File: src/rtl/fwd_hazard_unit.sv
// Operand forwarding selector, load-use detector and long-latency scoreboard.
// Drives EX operand muxes and the IF/ID stall / ID/EX bubble control.
module fwd_hazard_unit #(
  parameter int unsigned REG_AW   = 5,
  parameter int unsigned NUM_SRC  = 2,
  parameter int unsigned NUM_FWD  = 2,
  parameter int unsigned SB_DEPTH = 4,
  parameter int unsigned LAT_W    = 4,
  parameter int unsigned SEL_W    = $clog2(NUM_FWD + 1)
) (
  input  logic                        clk,
  input  logic                        rst,
  input  logic [NUM_SRC*REG_AW-1:0]   id_rs,
  input  logic [NUM_SRC-1:0]          id_rs_used,
  input  logic [NUM_SRC*REG_AW-1:0]   ex_rs,
  input  logic [REG_AW-1:0]           ex_rd,
  input  logic                        ex_memread,
  input  logic [NUM_FWD*REG_AW-1:0]   fwd_rd,
  input  logic [NUM_FWD-1:0]          fwd_regwrite,
  input  logic                        issue_valid,
  input  logic [REG_AW-1:0]           issue_rd,
  input  logic [LAT_W-1:0]            issue_lat,
  output logic [NUM_SRC*SEL_W-1:0]    fwd_sel,
  output logic                        stall,
  output logic                        issue_accept,
  output logic                        sb_full,
  output logic [15:0]                 stall_count
);

  localparam int unsigned CNT_W = 16;

  logic [SB_DEPTH-1:0] busy;
  logic [REG_AW-1:0]   sb_rd  [SB_DEPTH];
  logic [LAT_W-1:0]    sb_cnt [SB_DEPTH];
  logic [SB_DEPTH-1:0] alloc_oh;
  logic [LAT_W-1:0]    lat_eff;
  logic                load_use;
  logic                sb_hit;

  // Youngest matching stage wins: only fill a select that is still zero.
  always_comb begin
    fwd_sel = '0;
    for (int unsigned i = 0; i < NUM_SRC; i++) begin
      for (int unsigned k = 0; k < NUM_FWD; k++) begin
        if (fwd_sel[i*SEL_W +: SEL_W] == '0 && fwd_regwrite[k] &&
            fwd_rd[k*REG_AW +: REG_AW] != '0 &&
            fwd_rd[k*REG_AW +: REG_AW] == ex_rs[i*REG_AW +: REG_AW]) begin
          fwd_sel[i*SEL_W +: SEL_W] = SEL_W'(k + 1);
        end
      end
    end
  end

  // Hazard detection against the decode operands that are actually read.
  always_comb begin
    load_use = 1'b0;
    sb_hit   = 1'b0;
    for (int unsigned i = 0; i < NUM_SRC; i++) begin
      if (id_rs_used[i]) begin
        if (ex_memread && ex_rd != '0 && ex_rd == id_rs[i*REG_AW +: REG_AW])
          load_use = 1'b1;
        if (issue_valid && issue_rd != '0 && issue_rd == id_rs[i*REG_AW +: REG_AW])
          sb_hit = 1'b1;
        for (int unsigned j = 0; j < SB_DEPTH; j++) begin
          if (busy[j] && sb_rd[j] != '0 && sb_rd[j] == id_rs[i*REG_AW +: REG_AW])
            sb_hit = 1'b1;
        end
      end
    end
  end

  // Lowest-index free entry, from registered busy bits only.
  always_comb begin
    alloc_oh = '0;
    for (int unsigned j = 0; j < SB_DEPTH; j++) begin
      if (!busy[j] && alloc_oh == '0)
        alloc_oh[j] = 1'b1;
    end
  end

  assign sb_full      = &busy;
  assign issue_accept = issue_valid & ~sb_full;
  assign lat_eff      = (issue_lat == '0) ? LAT_W'(1) : issue_lat;
  assign stall        = load_use | sb_hit | (issue_valid & sb_full);

  // Entry at count 1 retires on this edge; its slot is seen free next cycle.
  always_ff @(posedge clk or posedge rst) begin
    if (rst) begin
      busy <= '0;
      for (int unsigned j = 0; j < SB_DEPTH; j++) begin
        sb_rd[j]  <= '0;
        sb_cnt[j] <= '0;
      end
    end else begin
      for (int unsigned j = 0; j < SB_DEPTH; j++) begin
        if (issue_accept && alloc_oh[j]) begin
          busy[j]   <= 1'b1;
          sb_rd[j]  <= issue_rd;
          sb_cnt[j] <= lat_eff;
        end else if (busy[j]) begin
          sb_cnt[j] <= sb_cnt[j] - LAT_W'(1);
          if (sb_cnt[j] == LAT_W'(1))
            busy[j] <= 1'b0;
        end
      end
    end
  end

  always_ff @(posedge clk or posedge rst) begin
    if (rst)
      stall_count <= '0;
    else if (stall && stall_count != {CNT_W{1'b1}})
      stall_count <= stall_count + CNT_W'(1);
  end

endmodule

File: config.mk
export PLATFORM = sky130hd
export DESIGN_NAME = fwd_hazard_unit
export DESIGN_NICKNAME = d
export VERILOG_FILES = /design/src/rtl/fwd_hazard_unit.sv
export SDC_FILE = /design/constraint.sdc
export NUM_CORES = 1
export LEC_CHECK = 0
export ABC_AREA = 1
export BUFFER_PORTS_ARGS = -buffer_cell sky130_fd_sc_hd__buf_2
export CORE_UTILIZATION = 52
export DETAILED_ROUTE_END_ITERATION = 16
export GPL_ROUTABILITY_DRIVEN = 0
export PLACE_DENSITY = 0.78
export SLEW_MARGIN = 10
export SYNTH_ARGS = -nofsm -noshare
export SYNTH_HDL_FRONTEND = slang
export SYNTH_SLANG_ARGS = --single-unit
File: constraint.sdc
create_clock -name clk -period 1.6 [get_ports clk]
set_clock_uncertainty 0.15 [all_clocks]
set_input_delay 0.24 -clock clk [delete_from_list [all_inputs] [get_ports clk]]
set_output_delay 0.24 -clock clk [all_outputs]
set_load 0.05 [all_outputs]
==> results.md <==
- Grt total ovfl: 0
- # DRC: 0
- Comb power frac: 61.3%
- Clk pwr share: 8.9%
- Internal: 4.88 mW
- Maximum clock path buffer count: 2
- Max VDD drop: 1.05 mV
- Min Tclk post-route: 2.25 ns
- Die ar.: 0.00851 mm²
- Cts bufs inserted: 5
- Ys flop type: dfrtp_1
- Ant diodes: 0
- Clk slew on worst S/H paths: 0.10 ns
- IO Pins: 75
- Slew margin rel.: 74.4%
- Vias per cell: 5.47
- Most frequent cells in the layout: nand2_1, buf_4, buf_2
- Sink Count: 56
- Power Total: 9.10 mW
- Nets@finish: 805
- Die span in y: 92.3 µm
- Power density over the cells: 1480 mW/mm²
- First-pass GRT wire length: 19.2 mm
- EDFF count, synth: 0
- Distinct cells, synth: 40
- Commonest non-fill, non-tap cell in the layout: nand2_1
- Worst Setup End Kind: output pin
- Vias in the first global route: 4,317
- Final core utilization: 78.9%
- Synth top area share: 33.1%
- Setup CP Type: reg2out
- Status: finished with violations
- CP Data Required Time: 1.21 ns
- Worst Hold Class: in2reg
- Worst slew pin tran: 0.380 ns
- Cell count after synthesis: 580
- Worst-Skew Late Latency: 0.33 ns
- Pin count of the biggest net entering global routing: 38
- Fmax: 444 MHz
- Setup ws final: -0.654 ns
- H-tree levels: 2
- CTS tree: built
- Net Sw Power: 4.22 mW
- Post-Syn Area: 0.00424 mm²
- Post-route cell area: 0.00616 mm²
- Hpwl dp: 8.72 mm
- Sequential power share: 29.8%
- Cell taking the most area after synthesis: dfrtp_1
- Synth-to-layout area growth: 45.3%
- Post-DRT Antenna Nets: 0
- Initial DRC count: 325
- Die Width: 92.3 µm
- Endpoints failing hold: 0
- Hold WS: 0.0745 ns
- Sequential area share after synthesis: 33.1%
- Post-route clock period utilization: 141%
- Leakage: 3.03 nW
- Fraction of registers with async set/reset: 100%
- Syn_area_per_cell: 7.31 µm²
- Switching portion of total power: 46.4%
- Synth warn: 0
- Max Cap Viol: 0
- GRT Overall Usage: 28.4%
- Max-slew violation count: 0
- Placed instance area: 0.00525 mm²
- Drt pass-1 iters: 5
- Unrepaired setup endpoints after global routing: yes
- Crit path DAT: 1.86 ns
- Endpoints failing setup: 42
- FP Rows: 32
- Core area: 0.00781 mm²
- Starting Density: 54.3%
- Final wirelength: 14.1 mm
- Yosys reg bits: 56
- Vias: 4,631
- Synth area leaders: dfrtp_1, nand2_1, xnor2_1
- Syn_nets: 641
- Worst Path Max Fanout: 4
- Initial antenna violation count: 0
- Fraction of layout instances using a drive strength above 1: 42.6%
- Failing checks: negative setup slack
- PortBufs: 74
- Detailed-route wire length per cell: 16.6 µm
- Clock Tree Root: clkbuf_8
- Startpoint Class: flip-flop
- Filler instances: 505
-- path summary, 6_finish.rpt --
kind / startpoint / to / slack [ns] / cells past startpoint
setup / recovery: sb_rd[9] / stall / -0.65 / 11
max in group asynchronous: rst / sb_rd[10] / 0.55 / 4
hold / removal: issue_rd[2] / sb_rd[2] / 0.07 / 3
min in group asynchronous: rst / stall_count[13] / 0.25 / 3
setup reg to reg: sb_rd[9] / stall_count[11] / -0.56 / 15
hold reg to reg: stall_count[15] / stall_count[15] / 0.40 / 2
-- layout make-up --
class,count,area [µm²],share of cell area [%]
Clock buffer,7,76.3,1.24
Clock inverter,1,8.76,0.142
Inverter,65,256,4.17
Multi-Input combinational cell,439,2840,46.2
Sequential cell,56,1420,23.1
Tap cell,102,128,2.07
Timing Repair Buffer,177,1420,23.1
-- repair_timing --
| item | in CTS | in global routing |
|---|---|---|
| endpoints found under the setup margin | 22 | 41 |
| gates resized for setup | 39 | 121 |
| hold buffers | 1 | 0 |
| hold endpoints to repair | 56 | 0 |
| buffers inserted | 6 | 20 |
| pin swaps | 11 | 40 |
| gates cloned | 1 | 3 |
-- worst max-delay path: stages (launching register included) --
cell and delay, ns:
dfrtp_1 0.45, nor2_1 0.16, nand3_1 0.10, nand2_1 0.10, nor2_1 0.05, nand2_1 0.06
nand2_1 0.07, nor2_1 0.13, nand2_1 0.08, nand2_2 0.08, nand3_4 0.09, buf_8 0.17
-- power by group through the flow --
stage               Clock, mW  Combinational (mW)  Sequential, mW
floorplan                   0                2.84            2.64
global placement            0                3.76            2.60
detailed placement          0                3.90            2.64
CTS                     0.807                4.26            2.62
global route            0.872                6.00            2.75
finish                  0.811                5.58            2.71
-- kinds of logic (layout without fill, tap and decap cells) --
family / Yosys count / in the layout / share of synthesized area [%]
and+or+nand+nor: 296 / 297 / 30.7
xor gates and xnor gates: 72 / 72 / 14.9
buffers and inverters: 86 / 250 / 9.89
adders and majority gates: 9 / 9 / 2.66
DFF: 56 / 56 / 33.1
AOI/OAI and AO/OA: 61 / 61 / 8.83
-- routing by layer --
metal  vias to the layer above  global-route usage, %  share of wire, %
met1                      2207                   34.6                38
met3                        48                   3.65               5.0
li1                       2171                      -                 -
met4                         0                   11.2               3.1
met2                       205                   50.6                54
met5                         -                      0                 0
-- synthesized netlist by cell type, types with 7 or more instances --
library cell and number:
buf_6 9, dfrtp_1 56, ha_1 9, inv_1 52, inv_2 13, nand2_1 155, nand2_2 13, nand3_1 36
nor2_1 59, nor3_1 11, o211ai_1 7, o21ai_0 23, xnor2_1 40, xor2_1 32
-- stage by stage --
| step | cells | setup TNS, ns | setup slack [ns] |
|---|---|---|---|
| final | 847 | -13.06 | -0.654 |
| after floorplan | 580 | -5.20 | -0.331 |
| after CTS | 824 | -6.23 | -0.502 |
| after detailed placement | 809 | -4.65 | -0.338 |
| after global placement | 809 | -4.51 | -0.281 |
| after global routing | 847 | -15.41 | -0.723 |
-- sequential cells by signal, summed over array words and instances, names as in the netlist --
signal,count
sb_cnt,16
stall_count,16
sb_rd,20
busy,4
Power figures use the tool's default switching activity.
